<file path="src/rtl/issue_hazard_ctrl_if.sv">
// Decode-stage issue/stall control bundle between the IF/ID pipeline register,
// the EX branch resolver, data memory ready and the hazard controller.
interface issue_hazard_ctrl_if #(
    parameter int CNT_W = 16
);
    logic [31:0]      ins;
    logic             ins_valid;
    logic             cond_valid;
    logic             cond_taken;
    logic             mem_busy;
    logic             pc_stall;
    logic             ifid_stall;
    logic             idex_bubble;
    logic             flush;
    logic             pc_sel;
    logic             pipe_freeze;
    logic [1:0]       ctrl_state;
    logic [CNT_W-1:0] stall_cycles;

    modport master (
        output ins, ins_valid, cond_valid, cond_taken, mem_busy,
        input  pc_stall, ifid_stall, idex_bubble, flush, pc_sel, pipe_freeze,
               ctrl_state, stall_cycles
    );

    modport slave (
        input  ins, ins_valid, cond_valid, cond_taken, mem_busy,
        output pc_stall, ifid_stall, idex_bubble, flush, pc_sel, pipe_freeze,
               ctrl_state, stall_cycles
    );
endinterface

</file>
<file path="src/rtl/issue_hazard_ctrl.sv">
// Decode-stage issue controller: load-use stalls, jump/conditional-jump
// redirect and flush sequencing, memory-busy freeze, saturating stall counter.
module issue_hazard_ctrl #(
    parameter int LOAD_LAT   = 1,
    parameter int BR_PENALTY = 1,
    parameter int CNT_W      = 16
) (
    input  logic                clk,
    input  logic                reset,
    issue_hazard_ctrl_if.slave  bus
);
    typedef enum logic [1:0] {
        RUN      = 2'b00,
        LD_STALL = 2'b01,
        BR_WAIT  = 2'b10,
        FLUSH    = 2'b11
    } state_t;

    localparam logic [2:0]       LOAD_LAT_C = 3'(LOAD_LAT);
    localparam logic [1:0]       BR_PEN_C   = 2'(BR_PENALTY);
    localparam logic [CNT_W-1:0] CNT_MAX    = {CNT_W{1'b1}};
    localparam logic [CNT_W-1:0] CNT_ONE    = {{(CNT_W-1){1'b0}}, 1'b1};

    state_t           state_q, state_d;
    logic [4:0]       ld_dest_q, ld_dest_d;
    logic [2:0]       ld_cnt_q, ld_cnt_d;
    logic [1:0]       fl_cnt_q, fl_cnt_d;
    logic [CNT_W-1:0] stall_q, stall_d;

    logic       pc_stall_s, ifid_stall_s, idex_bubble_s, flush_s, pc_sel_s, pipe_freeze_s;
    logic [5:0] opcode;
    logic [4:0] fld_d, fld_a, fld_b;
    logic       is_ld, is_st, is_jmp, is_cj, is_imm;
    logic       use_a, use_b, use_d, hazard;
    logic       unused_ins_bits;

    assign opcode = bus.ins[31:26];
    assign fld_d  = bus.ins[25:21];
    assign fld_a  = bus.ins[20:16];
    assign fld_b  = bus.ins[15:11];
    assign unused_ins_bits = ^bus.ins[10:0];

    assign is_ld  = (opcode == 6'b010100);
    assign is_st  = (opcode == 6'b010101);
    assign is_jmp = (opcode == 6'b011000);
    assign is_cj  = (opcode[5:2] == 4'b0111);
    assign is_imm = (opcode[5:3] == 3'b001);

    assign use_a  = ~(is_jmp | is_cj);
    assign use_b  = ~(is_imm | is_ld | is_st | is_jmp | is_cj);
    assign use_d  = is_st;
    assign hazard = (ld_cnt_q != 3'd0) &&
                    ((use_a && (fld_a == ld_dest_q)) ||
                     (use_b && (fld_b == ld_dest_q)) ||
                     (use_d && (fld_d == ld_dest_q)));

    // Next-state and combinational control decode.
    always_comb begin
        state_d       = state_q;
        ld_dest_d     = ld_dest_q;
        ld_cnt_d      = ld_cnt_q;
        fl_cnt_d      = fl_cnt_q;
        pc_stall_s    = 1'b0;
        ifid_stall_s  = 1'b0;
        idex_bubble_s = 1'b0;
        flush_s       = 1'b0;
        pc_sel_s      = 1'b0;
        pipe_freeze_s = 1'b0;

        if (bus.mem_busy) begin
            pc_stall_s    = 1'b1;
            ifid_stall_s  = 1'b1;
            pipe_freeze_s = 1'b1;
        end else begin
            ld_cnt_d = (ld_cnt_q != 3'd0) ? (ld_cnt_q - 3'd1) : 3'd0;
            case (state_q)
                FLUSH: begin
                    flush_s       = 1'b1;
                    idex_bubble_s = 1'b1;
                    fl_cnt_d      = (fl_cnt_q != 2'd0) ? (fl_cnt_q - 2'd1) : 2'd0;
                    if (fl_cnt_q <= 2'd1) begin
                        state_d = RUN;
                    end else begin
                        state_d = FLUSH;
                    end
                end
                BR_WAIT: begin
                    // Not-taken keeps IF/ID held this cycle so the fall-through issues next cycle.
                    idex_bubble_s = 1'b1;
                    if (bus.cond_valid && bus.cond_taken) begin
                        pc_sel_s = 1'b1;
                        state_d  = FLUSH;
                        fl_cnt_d = BR_PEN_C;
                    end else if (bus.cond_valid) begin
                        pc_stall_s   = 1'b1;
                        ifid_stall_s = 1'b1;
                        state_d      = RUN;
                    end else begin
                        pc_stall_s   = 1'b1;
                        ifid_stall_s = 1'b1;
                        state_d      = BR_WAIT;
                    end
                end
                default: begin
                    if (!bus.ins_valid) begin
                        idex_bubble_s = 1'b1;
                        state_d       = RUN;
                    end else if (hazard) begin
                        pc_stall_s    = 1'b1;
                        ifid_stall_s  = 1'b1;
                        idex_bubble_s = 1'b1;
                        state_d       = LD_STALL;
                    end else begin
                        state_d = RUN;
                        if (is_ld) begin
                            ld_dest_d = fld_d;
                            ld_cnt_d  = LOAD_LAT_C;
                        end else if (is_jmp) begin
                            pc_sel_s = 1'b1;
                            state_d  = FLUSH;
                            fl_cnt_d = BR_PEN_C;
                        end else if (is_cj) begin
                            state_d = BR_WAIT;
                        end else begin
                            state_d = RUN;
                        end
                    end
                end
            endcase
        end

        if (pc_stall_s && (stall_q != CNT_MAX)) begin
            stall_d = stall_q + CNT_ONE;
        end else begin
            stall_d = stall_q;
        end
    end

    // State, load window, flush counter and stall counter registers.
    always_ff @(posedge clk or negedge reset) begin
        if (!reset) begin
            state_q   <= RUN;
            ld_dest_q <= 5'd0;
            ld_cnt_q  <= 3'd0;
            fl_cnt_q  <= 2'd0;
            stall_q   <= {CNT_W{1'b0}};
        end else begin
            state_q   <= state_d;
            ld_dest_q <= ld_dest_d;
            ld_cnt_q  <= ld_cnt_d;
            fl_cnt_q  <= fl_cnt_d;
            stall_q   <= stall_d;
        end
    end

    // Reset gates the combinational controls so the pipe is quiet while held in reset.
    assign bus.pc_stall     = reset & pc_stall_s;
    assign bus.ifid_stall   = reset & ifid_stall_s;
    assign bus.idex_bubble  = reset & idex_bubble_s;
    assign bus.flush        = reset & flush_s;
    assign bus.pc_sel       = reset & pc_sel_s;
    assign bus.pipe_freeze  = reset & pipe_freeze_s;
    assign bus.ctrl_state   = state_q;
    assign bus.stall_cycles = stall_q;
endmodule

</file>
<file path="src/flat_wrapper.sv">
// flat-port wrapper written by rule: the top's interface ports become plain ports
module issue_hazard_ctrl_flat 
#(
    parameter int LOAD_LAT   = 1,
    parameter int BR_PENALTY = 1,
    parameter int CNT_W      = 16
)
  (clk, reset, bus_ins, bus_ins_valid, bus_cond_valid, bus_cond_taken, bus_mem_busy, bus_pc_stall, bus_ifid_stall, bus_idex_bubble, bus_flush, bus_pc_sel, bus_pipe_freeze, bus_ctrl_state, bus_stall_cycles);
  issue_hazard_ctrl_if #(.CNT_W(CNT_W)) bus_i ();
  input  logic clk;
  input  logic reset;
  input wire logic [$bits(bus_i.ins)-1:0] bus_ins;
  input wire logic [$bits(bus_i.ins_valid)-1:0] bus_ins_valid;
  input wire logic [$bits(bus_i.cond_valid)-1:0] bus_cond_valid;
  input wire logic [$bits(bus_i.cond_taken)-1:0] bus_cond_taken;
  input wire logic [$bits(bus_i.mem_busy)-1:0] bus_mem_busy;
  output wire logic [$bits(bus_i.pc_stall)-1:0] bus_pc_stall;
  output wire logic [$bits(bus_i.ifid_stall)-1:0] bus_ifid_stall;
  output wire logic [$bits(bus_i.idex_bubble)-1:0] bus_idex_bubble;
  output wire logic [$bits(bus_i.flush)-1:0] bus_flush;
  output wire logic [$bits(bus_i.pc_sel)-1:0] bus_pc_sel;
  output wire logic [$bits(bus_i.pipe_freeze)-1:0] bus_pipe_freeze;
  output wire logic [$bits(bus_i.ctrl_state)-1:0] bus_ctrl_state;
  output wire logic [$bits(bus_i.stall_cycles)-1:0] bus_stall_cycles;
  assign bus_i.ins = bus_ins;
  assign bus_i.ins_valid = bus_ins_valid;
  assign bus_i.cond_valid = bus_cond_valid;
  assign bus_i.cond_taken = bus_cond_taken;
  assign bus_i.mem_busy = bus_mem_busy;
  assign bus_pc_stall = bus_i.pc_stall;
  assign bus_ifid_stall = bus_i.ifid_stall;
  assign bus_idex_bubble = bus_i.idex_bubble;
  assign bus_flush = bus_i.flush;
  assign bus_pc_sel = bus_i.pc_sel;
  assign bus_pipe_freeze = bus_i.pipe_freeze;
  assign bus_ctrl_state = bus_i.ctrl_state;
  assign bus_stall_cycles = bus_i.stall_cycles;
  issue_hazard_ctrl #(.LOAD_LAT(LOAD_LAT), .BR_PENALTY(BR_PENALTY), .CNT_W(CNT_W)) u_core (.clk(clk), .reset(reset), .bus(bus_i));
endmodule
</file>
<file path="config.mk">
export PLATFORM = sky130hd
export DESIGN_NAME = issue_hazard_ctrl_flat
export DESIGN_NICKNAME = d
export VERILOG_FILES = /design/src/rtl/issue_hazard_ctrl_if.sv /design/src/rtl/issue_hazard_ctrl.sv /design/src/flat_wrapper.sv
export SDC_FILE = /design/constraint.sdc
export NUM_CORES = 1
export LEC_CHECK = 0
export CAP_MARGIN = 0
export CORE_ASPECT_RATIO = 0.9
export CORE_MARGIN = 2
export CORE_UTILIZATION = 40
export CTS_CLUSTER_DIAMETER = 200
export DETAILED_ROUTE_END_ITERATION = 10
export PLACE_DENSITY = 0.76
export SLEW_MARGIN = 15
export SYNTH_ARGS = -nofsm -noshare
export SYNTH_HDL_FRONTEND = slang
export SYNTH_SLANG_ARGS = --single-unit
</file>
<file path="constraint.sdc">
create_clock -name clk -period 1.9 [get_ports clk]
set_input_delay 0.285 -clock clk [delete_from_list [all_inputs] [get_ports clk]]
set_output_delay 0.285 -clock clk [all_outputs]
set_load 0.01 [all_outputs]
</file>
== After elaboration in Yosys (flattened, before gate mapping) ==
Cells that the tools add are included.

* $add $sub $neg: 3
* Magnitude comparators: 1
* Reduce and logical (&&, ||, !) cells: 15
* Equal/unequal tests: 14
* Bitwise gates (word level): 15
* Multiplexer cells: 39

{| class="wikitable"
|+ Operator list
! operator !! count
|-
| $mux W2 || 14
|-
| $eq A6 B5 Y1 const B || 3
|-
| $add A16 B1 Y16 const B || 1
|-
| $mux W1 || 16
|-
| $ne A16 B16 Y1 const B || 1
|-
| $eq A5 B5 Y1 || 3
|-
| $mux W3 || 5
|-
| $reduce_bool A3 Y1 || 3
|-
| $pmux W2 S2 || 2
|-
| $logic_and A1 B1 Y1 || 6
|-
| $ne A3 B3 Y1 const B || 2
|-
| $reduce_and A6 Y1 || 1
|-
| $and A1 B1 Y1 || 5
|-
| $not A1 Y1 || 5
|-
| $or A1 B1 Y1 || 5
|-
| $reduce_and A5 Y1 || 1
|-
| $eq A2 B2 Y1 const B || 2
|-
| $eq A4 B3 Y1 const B || 1
|-
| $pmux W1 S2 || 2
|-
| $eq A3 B1 Y1 const B || 1
|-
| $sub A3 B1 Y3 const B || 1
|-
| $le A2 B1 Y1 const B || 1
|-
| $logic_or A1 B1 Y1 || 2
|-
| $ne A2 B1 Y1 const B || 1
|-
| 3 further kinds || 3
|}

* Output and inout port bits: 24
* Word-level logic and storage cells: 92
* Flip-flop bits (word level): 28
* Bits of input ports: 38

== Logic depth before layout (Yosys ltp) ==
* Word-level depth: 15
* Depth in mapped cells: 8

== Worst setup path after synthesis ==
OpenSTA, ideal clock, no wires.

* Path kind: flip-flop to output port
* From: register u_core.ld_dest_q[2]
* To: output bus_pc_stall
* Path buffers: 2
* Required time: 1.615 ns
* Stages on the path, launching flop included: 9
* Slack: -0.269 ns
* Arrival time: 1.884 ns
* Cell sequence: dfrtp_1 -> xor2_1 -> nor4_2 -> a22oi_2 -> o21ai_4 -> a31oi_4 -> buf_6 -> nor2b_1 -> buf_4

* Word-level cells in the longest chain between the ends: 10
* Elaborated cells on any way between the ends: 14
* Those cells by class: eq/ne: 3; mux: 4; bitwise: 1; reduce/logical: 6

{| class="wikitable"
|+ RTL lines
! element !! RTL line !! text
|-
| start, declared || issue_hazard_ctrl.sv:25 || <nowiki>logic [4:0] ld_dest_q, ld_dest_d;</nowiki>
|-
| start signal, assigned || issue_hazard_ctrl.sv:149 || <nowiki>ld_dest_q <= ld_dest_d;</nowiki>
|-
| $eq A5 B5 Y1 (on tied branches) || issue_hazard_ctrl.sv:53, issue_hazard_ctrl.sv:54 ||
|-
| $logic_and A1 B1 Y1 (on tied branches) || issue_hazard_ctrl.sv:53, issue_hazard_ctrl.sv:54 ||
|-
| $logic_or A1 B1 Y1 || issue_hazard_ctrl.sv:53 || <nowiki>((use_a && (fld_a == ld_dest_q)) ||</nowiki>
|-
| $logic_or A1 B1 Y1 * || issue_hazard_ctrl.sv:54 || <nowiki>(use_b && (fld_b == ld_dest_q)) ||</nowiki>
|-
| $logic_and A1 B1 Y1 * || issue_hazard_ctrl.sv:52 || <nowiki>assign hazard = (ld_cnt_q != 3'd0) &&</nowiki>
|-
| $mux W1 * (2 in a row) || n/a ||
|-
| $pmux W1 S2 * || n/a ||
|-
| $mux W1 * || n/a ||
|-
| $and A1 B1 Y1 * || n/a ||
|-
| end, declared || flat_wrapper.sv:17 || <nowiki>output wire logic [$bits(bus_i.pc_stall)-1:0] bus_pc_stall;</nowiki>
|}

Every way passes the cells marked *; elsewhere a longest branch is shown, timed or not.

== Final worst setup path ==
* From: register u_core.ld_dest_q[2]
* To: output bus_pc_sel

* Word-level cells in the longest chain between the ends: 10
* Elaborated cells on any way between the ends: 14
* Those cells by class: eq/ne: 3; mux: 4; bitwise: 1; reduce/logical: 6

{| class="wikitable"
|+ RTL lines
! element !! RTL line !! text
|-
| $eq A5 B5 Y1 (on tied branches) || issue_hazard_ctrl.sv:53, issue_hazard_ctrl.sv:54 ||
|-
| $logic_and A1 B1 Y1 (on tied branches) || issue_hazard_ctrl.sv:53, issue_hazard_ctrl.sv:54 ||
|-
| $logic_or A1 B1 Y1 || issue_hazard_ctrl.sv:53 ||
|-
| $logic_or A1 B1 Y1 * || issue_hazard_ctrl.sv:54 ||
|-
| $logic_and A1 B1 Y1 * || issue_hazard_ctrl.sv:52 ||
|-
| $mux W1 * || issue_hazard_ctrl.sv:108 || <nowiki>end else if (hazard) begin</nowiki>
|-
| $mux W1 * || issue_hazard_ctrl.sv:105 || <nowiki>if (!bus.ins_valid) begin</nowiki>
|-
| $pmux W1 S2 * || issue_hazard_ctrl.sv:76 || <nowiki>case (state_q)</nowiki>
|-
| $mux W1 * || issue_hazard_ctrl.sv:70 || <nowiki>if (bus.mem_busy) begin</nowiki>
|-
| $and A1 B1 Y1 * || issue_hazard_ctrl.sv:161 || <nowiki>assign bus.pc_sel = reset & pc_sel_s;</nowiki>
|-
| end, declared || flat_wrapper.sv:21 || <nowiki>output wire logic [$bits(bus_i.pc_sel)-1:0] bus_pc_sel;</nowiki>
|}

Marked as above.

==> impl_results.md <==
* Run status: finished with violations
* Violated checks: negative setup slack
* Total of max-cap violations at 0
* Core area at 4050 µm²
* # clock sinks at 28
* R2r endpoint: u_core.bus.stall_cycles[9]$_DFFE_PN0P_
* Fillers at 264
* Final net count at between 300 and 400
* WS Path Type: flop to primary output
* Crit path DAT at between 2 and 2.5 ns
* Synth Register Bits at 28
* Endpoints failing setup at 26
* Synth async-reset ratio at 100%
* Wire per inst at between 15 and 20 µm
* H-tree depth at 1
* DP HPWL at 3.39 mm
* Slew Limit Fails at 0
* Routed via count at between 1,500 and 2,000
* DRC errors left at 0
* Post-route cell area at 2970 µm²
* Routed Antenna Nets at 0
* CTS Root Buffer Type: clkbuf_8
* Vias in the first global route at approximately 1,800
* Skew final at about 0.012 ns
* Largest net degree at the start of global routing at 24
* Die Wd at about 72 µm
* Num CTS Buffers at 3
* Worst setup margin at -0.419 ns
* Cell count after synthesis at between 150 and 200
* Post-synth EDFFs at 0
* Worst VDD drop at around 0.71 mV
* Port Buf Inserts at 50
* Pre-Repair DR Iteration Count at 4
* Die area at between 4000 and 5000 µm²
* First-pass GRT wire length at about 8.8 mm
* Area share of the largest cell type after synthesis at a little over two fifths
* Initial antenna violation count at 0
* Layout cells sized above 1 at a little over a third
* Critical Path End Type: primary output
* Synth Warn # at 0
* Final WL at approximately 5.6 mm
* Rel. slew slack at 59.9%
* Post-synthesis cell area at about 1700 µm²
* Worst-path clk slew at roughly 0.1 ns
* GRT Util Overall at 25.0%
* Max Clk Rate at ~0.43 GHz
* Final Power at 2.22 mW
* CTS Hold Bufs at 0
* Total grt overflow at 0
* Netlist cell types at 38
* HP Class: input port to asynchronous set/reset pin
* Starting DRT DRC Count at 56
* Worst-Margin Slew at roughly 0.6 ns
* Ports at 62
* Largest driver fanout on the critical path at 3
* Prevailing post-synth register cell: dfrtp_1
* Leak Pwr at about 1.3 nW
* Register area share after synthesis at 42.1%
* Yosys top cell by area: dfrtp_1
* Syn_area_per_cell at roughly 9.9 µm²
* Period minus WS final at about 2.3 ns
* Critical Path RT at 1.62 ns
* Antenna cells at 0
* Starting Density at roughly two fifths
* Max clock buf depth at 2
* R2R Setup Slk at -0.34 ns
* Unrepaired setup endpoints after global routing: yes
* Worst r2r src: u_core.ld_dest_q[2]$_DFFE_PN0P_
* Multi-input gate area at about 1200 µm²
* Area grow syn2layout at 78.5%
* R2r worst-path depth at 8
* Final period util at 122%
* Routability cong. at 0.885
* Fin. Hold Viols at 0
* WHS at between 0.1 and 0.15 ns
* Clock Latency Late Sink at roughly 0.28 ns
* Area contributors post-synth: dfrtp_1 (42%), xor2_1 (14%), mux2_1 (4.1%)
* Area occupied by registers at around 700 µm²
* Syn_nets at 207
* Placed inst area at about 2500 µm²
* Via density at around 5.4
* Die Y at ~65 µm
* CTS tree: built
* Row cnt at 22
* CP Launch Type: flop
* Power per standard cell area at about 750 nW/µm²
==> critical path, stage by stage (launching register included) <==
cell	delay [ns]
dfrtp_1	0.43
xor2_1	0.18
nor4_2	0.35
a22oi_2	0.17
o21ai_4	0.19
buf_6	0.13
nand2_4	0.05
nand3_2	0.06
a21oi_1	0.05
buf_2	0.14
==> routing by layer <==
layer,vias to the layer above,wire (µm),global-route usage (%)
met1,835,2200,29.8
met5,-,0,0
met2,57,2930,42.8
met4,0,153,11.8
li1,801,-,-
met3,18,288,5.37
==> power by group <==
part / switching [mW] / total, mW / internal (mW)
clock network: 0.184 / 0.327 / 0.143
logic: 0.465 / 1.04 / 0.576
registers: 0.131 / 0.857 / 0.726
total: 0.780 / 2.22 / 1.44
==> cell type report <==
cell class / count / share of cell area, %
Multi-Input combinational cell: 132 / 41.2
Timing Repair Buffer: 100 / 31.1
Inverter: 5 / 0.632
Sequential cell: 28 / 23.6
Clock buffer: 3 / 1.39
Tap cell: 48 / 2.02
==> through the flow <==
| stage | setup TNS, ns | setup slack, ns | utilization [%] | instances |
|---|---|---|---|---|
| 6_report | -6.65 | -0.419 | 73.4 | 316 |
| 5_1_grt | -9.68 | -0.545 | 73.4 | 316 |
| 4_1_cts | -5.63 | -0.393 | 71.9 | 313 |
| 3_5_place_dp | -17.97 | -0.890 | 62.1 | 303 |
| 3_3_place_gp | -15.57 | -0.785 | 62.1 | 303 |
| 2_1_floorplan | -0.258 | -0.0865 | - | 168 |
==> timing repair <==
item	CTS	global route
pin swaps	35	17
gates cloned	1	0
setup buffers	6	3
setup endpoints to repair	28	30
gates resized for setup	80	8
==> synthesized netlist by cell type (2+ instances only) <==
cell type and n:
nand2b_1 3, o211ai_1 2, nand3_1 10, a21oi_1 8, nand4_1 2, nor4_2 4
nor3_1 7, mux2_1 6, dfrtp_1 28, nand2_1 13, nor4_1 4, nor2_1 13
nor4b_1 3, inv_1 5, and3_1 4, xor2_1 27, nor3b_1 3, nor2b_1 4
xnor2_1 3
==> layout by cell type (no fill, tap or decap), types with 3 or more instances in the layout <==
cell,synthesis,final
nor4_2,4,3
buf_4,1,41
nand3_1,10,9
mux2_4,0,5
dfrtp_1,28,28
xor2_1,27,27
inv_1,5,5
buf_6,1,9
nor3_4,0,5
a21oi_1,8,6
nor2_1,13,9
clkdlybuf4s50_1,0,38
clkbuf_8,0,3
nor4_4,0,5
and3_1,4,4
nand2_1,13,12
nor2b_1,4,3
nor4b_4,0,3
dlygate4sd2_1,0,6
==> state kept, by name (all words and copies together) (netlist names) <==
name,count
u_core.bus.ctrl_state,2
u_core.bus.stall_cycles,16
u_core.fl_cnt_q,2
u_core.ld_cnt_q,3
u_core.ld_dest_q,5
==> cell families (layout without fill, tap and decap cells) <==
family / Yosys count / in the layout / synth area share (%)
multiplexers: 6 / 6 / 4.06
AO/OA/AOI/OAI: 23 / 23 / 10.8
AND/OR/NAND/NOR: 72 / 72 / 24.1
flip-flops: 28 / 28 / 42.1
adder cells (fa/ha/maj): 1 / 1 / 0.752
XOR/XNOR: 30 / 30 / 15.8
buffers and inverters: 8 / 108 / 2.48
==> how the worst max path moves through the flow <==
stage	startpoint	endpoint	slack, ns	cells after the start
5_1_grt	u_core.ld_dest_q[2]$_DFFE_PN0P_	bus_idex_bubble	-0.55	8
3_3_place_gp	bus_ins[31]	bus_pc_sel	-0.79	9
6_report	u_core.ld_dest_q[2]$_DFFE_PN0P_	bus_pc_sel	-0.42	9
3_5_place_dp	bus_ins[31]	bus_pc_sel	-0.89	10
4_1_cts	u_core.ld_dest_q[0]$_DFFE_PN0P_	bus_idex_bubble	-0.39	8
2_1_floorplan	u_core.ld_dest_q[0]$_DFFE_PN0P_	bus_pc_stall	-0.09	8
Power figures use the tool's default switching activity.
==> patch 1, RTL diff (same settings) <==
Reset style: synchronous (`reset`), changed in one clocked block.
--- a/src/rtl/issue_hazard_ctrl.sv
+++ b/src/rtl/issue_hazard_ctrl.sv
@@ -137,7 +137,7 @@
     end
 
     // State, load window, flush counter and stall counter registers.
-    always_ff @(posedge clk or negedge reset) begin
+    always_ff @(posedge clk) begin
         if (!reset) begin
             state_q   <= RUN;
             ld_dest_q <= 5'd0;
Function: differs if reset is asserted again (counterexample within 4 cycles, from zero or initial values and one cycle with reset low); with reset held inactive, the same outputs for 10 cycles.
==> patch 1 against the unedited design <==
The run still ends with setup timing left; setup slack got worse by 0.22 ns; sequential share of layout area fell by 4.3 points; largest cell class unchanged; highest routed layer unchanged; cell count rose by 16%; design area fell by 0.84%; area after synthesis rose by 1.5%; routed wire length rose by 3.3%; sequential cell count did not move.
Power is not compared: it rests on default switching activity, and its combinational part moved more than twofold at a synthesized area within 25%.
==> patch 1: results (changes against the unedited design) <==
- The estimated wirelength of the detail-placed design came to 3.60 mm (+6.1%).
- The number of standard cells after synthesis is 210 (+25%).
- The final reports fail on setup timing.
- The register-to-register path setup slack is -0.62 ns (-0.28 ns).
- The met1 global-route usage came to 0.275 (-0.0231).
- The wire length on met1 was 2.26 mm (+2.7%).
- The worst register-to-register path ends at u_core.bus.stall_cycles[7]$_SDFFE_PN0P_.
- The final weighted congestion of routability-driven global placement is 0.832 (-6.0%).
- The cell count of the worst reg-to-reg path is 10 (+2).
- The post-synth net total is 249 (+20%).
- The fraction of layout cells with a size suffix above 1 is 0.332 (-0.0334).
- The number of fill cells in the layout came to 311 (+18%).
- The maximum number of pins on one net before global-route repair is 34 (+42%).
- The data arrival time of the critical path was 2.25 ns (+0.22 ns).
- The worst-path cell with the longest stage delay is sky130_fd_sc_hd__dfxtp_1.
- The setup slack after placement is -1.14 ns (-0.251 ns).
- The minimum setup slack in the final design is -0.637 ns (-0.218 ns).
- The total length of routed met3 wires was 219 um (-24%).
- Ranked by total cell area, the synthesized netlist is headed by sky130_fd_sc_hd__dfxtp_1 33%, sky130_fd_sc_hd__nand2_1 5.3%, sky130_fd_sc_hd__nand3_1 4.7%, sky130_fd_sc_hd__xnor2_1 4.7%, sky130_fd_sc_hd__o21ai_0 4.4%.
- The hold slack came to 0.398 ns (+0.255 ns).
- The via count came to 2024 (+18%).
- The final worst clock skew came to 0.00525 ns (-0.00711 ns).
- The area share of fa/ha/maj cells after synthesis is 0.00741 (-0.000111).
- The critical path's largest stage delay is 0.37 ns (-0.06 ns).
- The area fraction in compound gates after synthesis is 0.208 (+0.101).
- The final count of negative-setup-slack endpoints is 27 (+3.8%).
- The run finished, with violations left.
- The utilization after layout is 0.723 (-0.0111).
- The met3 track utilization from global routing is 0.0276 (-0.0261).
- The share of async-settable or async-resettable flops after synthesis is 0 (-1.00).
- The portion of the post-synthesis area used by sequential elements is 0.332 (-0.0892).
- The first-pass GRT wire length was 8.47 mm (-3.9%).
## patch 1: changes by cell type after synthesis, moves of 6 or more
cell,delta
sky130_fd_sc_hd__dfxtp_1,+28
sky130_fd_sc_hd__nand3_1,+6
sky130_fd_sc_hd__dfrtp_1,-28
sky130_fd_sc_hd__mux2i_1,+6
sky130_fd_sc_hd__xnor2_1,+6
sky130_fd_sc_hd__a21boi_1,+6
sky130_fd_sc_hd__o21ai_0,+14
sky130_fd_sc_hd__a21boi_0,+7
sky130_fd_sc_hd__mux2_1,-6
sky130_fd_sc_hd__or3_1,+10
sky130_fd_sc_hd__nand2_1,+11
sky130_fd_sc_hd__xor2_1,-20
## patch 1: layout make-up
type / count / share of cell area
Clock buffer: 4 / 0.0187
Timing Repair Buffer: 113 / 0.345
Tap cell: 48 / 0.0204
Multi-Input combinational cell: 171 / 0.419
Sequential cell: 28 / 0.193
Inverter: 3 / 0.00382
==> patch 2, RTL diff (same flow settings) <==
Without the edit above. `CNT_W` is set to 16 in 3 places; all go to 18.
--- a/src/rtl/issue_hazard_ctrl_if.sv
+++ b/src/rtl/issue_hazard_ctrl_if.sv
@@ -1,7 +1,7 @@
 // Decode-stage issue/stall control bundle between the IF/ID pipeline register,
 // the EX branch resolver, data memory ready and the hazard controller.
 interface issue_hazard_ctrl_if #(
-    parameter int CNT_W = 16
+    parameter int CNT_W = 18
 );
     logic [31:0]      ins;
     logic             ins_valid;
--- a/src/rtl/issue_hazard_ctrl.sv
+++ b/src/rtl/issue_hazard_ctrl.sv
@@ -3,7 +3,7 @@
 module issue_hazard_ctrl #(
     parameter int LOAD_LAT   = 1,
     parameter int BR_PENALTY = 1,
-    parameter int CNT_W      = 16
+    parameter int CNT_W      = 18
 ) (
     input  logic                clk,
     input  logic                reset,
--- a/src/flat_wrapper.sv
+++ b/src/flat_wrapper.sv
@@ -3,7 +3,7 @@
 #(
     parameter int LOAD_LAT   = 1,
     parameter int BR_PENALTY = 1,
-    parameter int CNT_W      = 16
+    parameter int CNT_W      = 18
 )
   (clk, reset, bus_ins, bus_ins_valid, bus_cond_valid, bus_cond_taken, bus_mem_busy, bus_pc_stall, bus_ifid_stall, bus_idex_bubble, bus_flush, bus_pc_sel, bus_pipe_freeze, bus_ctrl_state, bus_stall_cycles);
   issue_hazard_ctrl_if #(.CNT_W(CNT_W)) bus_i ();
Interface: changed (resized bus_stall_cycles); port bits go from 62 to 64. No check against the original RTL was run, so the function may have changed too.
==> patch 2 against the unedited design <==
The flow still finishes with violations (setup timing); area after synthesis grew 8.1%; fmax rose by 1.1%; non-clock buffer count is 2 higher; synthesized cell count rose by 8.9%; design area up 3.1%; routed wire length down 8.9%; setup slack better by 0.026 ns; sequential cell count increased by 2; first-iteration DRC count is 11% higher; power grew 14%.
==> patch 2: results (changes against the unedited design) <==
- Sorting the synthesized cells by how often they occur yields 30 x sky130_fd_sc_hd__dfrtp_1, 28 x sky130_fd_sc_hd__xor2_1, 20 x sky130_fd_sc_hd__nor2_1.
- The checks that failed: setup timing.
- The first-pass GRT wire length is 7.94 mm (-9.9%).
- The net total in the final layout is 329 (+6.5%).
- The data arrival time of the critical path was 2.01 ns (-0.02 ns).
- The area share of fa/ha/maj cells after synthesis is 0.00695 (-0.000565).
- The number of standard-cell rows in the floorplan is 23 (+4.5%).
- The met1 global-route usage is 0.260 (-0.0384).
- The number of fill cells in the layout is 309 (+17%).
- The via count of the first global-routing pass came to 1714 (-4.8%).
- The routed length per placed instance was 14.4 um (-18%).
- The transition time at the pin with the least slew margin is 0.748 ns (+0.148 ns).
- The final worst clock skew is 0.0103 ns (-0.00205 ns).
- The area fraction in compound gates after synthesis was 0.104 (-0.00321).
- The cell area after placement is 2750 um^2 (+9.3%).
- The overall routed net length was 5.07 mm (-8.9%).
- The fraction of layout cells with a size suffix above 1 is 0.361 (-0.00485).
- The minimum setup slack in the final design is -0.393 ns (+0.0264 ns).
- The worst ir drop on vdd came to 0.770 mV (+9.0%).
- The clock-pin slew on the worst setup and hold paths came to 0.05 ns (-0.05 ns).
- The cell count after placement is 341 (+13%).
- The static leakage is 1.44 nW (+7.5%).
- The mux contribution to synthesized area is 0.0542 (+0.0136).
- Ranked by total cell area, the synthesized netlist is headed by sky130_fd_sc_hd__dfrtp_1 42%, sky130_fd_sc_hd__xor2_1 14%, sky130_fd_sc_hd__mux2_4 4.2%, sky130_fd_sc_hd__nor2_1 4.2%, sky130_fd_sc_hd__nand2_1 2.9%.
- The summed negative setup slack over all endpoints is -7.74 ns (-1.09 ns).
- The final count of negative-setup-slack endpoints came to 27 (+3.8%).
- The xor and xnor area share after synthesis came to 0.151 (-0.00699).
- The number of buffers added by the clock tree synthesis step is 5 (+2).
- The final weighted congestion of routability-driven global placement is 0.890 (+0.53%).
- The setup slack after placement is -0.962 ns (-0.0714 ns).
- On the critical path, the stage with the largest delay is an instance of sky130_fd_sc_hd__dfrtp_2.
- The run finished, with violations left.
- The maximum number of pins on one net before global-route repair is 14 (-42%).
- The number of standard cells after synthesis came to 183 (+8.9%).
- The number of levels in the clock H-tree is 2 (+1).
- The estimated wirelength of the detail-placed design is 3.63 mm (+6.9%).
- The met3 track utilization from global routing is 0.0552 (+0.00154).
- The global-route total usage across every layer is 0.210 (-0.0393).
-- patch 2: cell count changes after synthesis, moves of 3 or more --
| cell | unedited run | this run |
|---|---|---|
| sky130_fd_sc_hd__mux2_1 | 6 | 1 |
| sky130_fd_sc_hd__and2_1 | 1 | 5 |
| sky130_fd_sc_hd__nor4_2 | 4 | 0 |
| sky130_fd_sc_hd__mux2_4 | 0 | 5 |
| sky130_fd_sc_hd__nor4_1 | 4 | 1 |
| sky130_fd_sc_hd__nand3_1 | 10 | 6 |
| sky130_fd_sc_hd__nand4_1 | 2 | 5 |
| sky130_fd_sc_hd__nor2_1 | 13 | 20 |
-- patch 2: cells by family (layout without fill, tap and decap cells) --
| kind of cell | count (synthesis) | after routing |
|---|---|---|
| xor+xnor | 31 | 31 |
| buf+inv | 5 | 113 |
| flops | 30 | 30 |
| compound gates | 26 | 26 |
| mux | 7 | 7 |
| fa+ha+maj | 1 | 1 |
| simple gates | 83 | 83 |
-- patch 2: layout make-up --
| type | instances | share of cell area |
|---|---|---|
| multi-input combinational | 148 | 0.409 |
| timing repair buffer | 102 | 0.290 |
| sequential | 30 | 0.246 |
| clock buffer | 8 | 0.0261 |
| tap | 62 | 0.0253 |
| inverter | 3 | 0.00368 |
-- patch 2: final timing paths --
kind,start,cells past startpoint,end,slack (ns)
max reg2reg,u_core.ld_dest_q[2]$_DFFE_PN0P_,9,u_core.bus.stall_cycles[16]$_DFFE_PN0P_,-0.38
min reg2reg,u_core.ld_cnt_q[1]$_DFFE_PN0N_,1,u_core.ld_cnt_q[1]$_DFFE_PN0N_,0.51
min,reset,3,u_core.ld_cnt_q[2]$_DFFE_PN0N_,0.44
min in group clk,u_core.ld_cnt_q[1]$_DFFE_PN0N_,1,u_core.ld_cnt_q[1]$_DFFE_PN0N_,0.51
max in group asynchronous,reset,3,u_core.bus.stall_cycles[3]$_DFFE_PN0P_,1.24
max,u_core.ld_dest_q[2]$_DFFE_PN0P_,8,bus_idex_bubble,-0.39
-- patch 2: layer usage --
metal,up-vias,wire [um]
met4,0,87
met3,9,184
li1,864,-
met1,855,2170
met5,-,0
met2,33,2640
-- patch 2: what timing repair did --
item | CTS | global route
endpoints found under the setup margin | 29 | 28
resized for setup | 53 | 20
buffers inserted | 1 | 3
pin swaps | 9 | 11
-- patch 2: worst min-delay path: stages --
cell and delay, ns:
sky130_fd_sc_hd__clkdlybuf4s50_1 0.47, sky130_fd_sc_hd__buf_4 0.16, sky130_fd_sc_hd__buf_4 0.13
-- patch 2: where the power goes --
| group | switching, mW | internal (mW) | leakage, nW |
|---|---|---|---|
| registers | 0.100 | 0.774 | 0.370 |
| clock network | 0.229 | 0.259 | 0.0395 |
| logic | 0.534 | 0.630 | 1.03 |
| total | 0.863 | 1.66 | 1.44 |
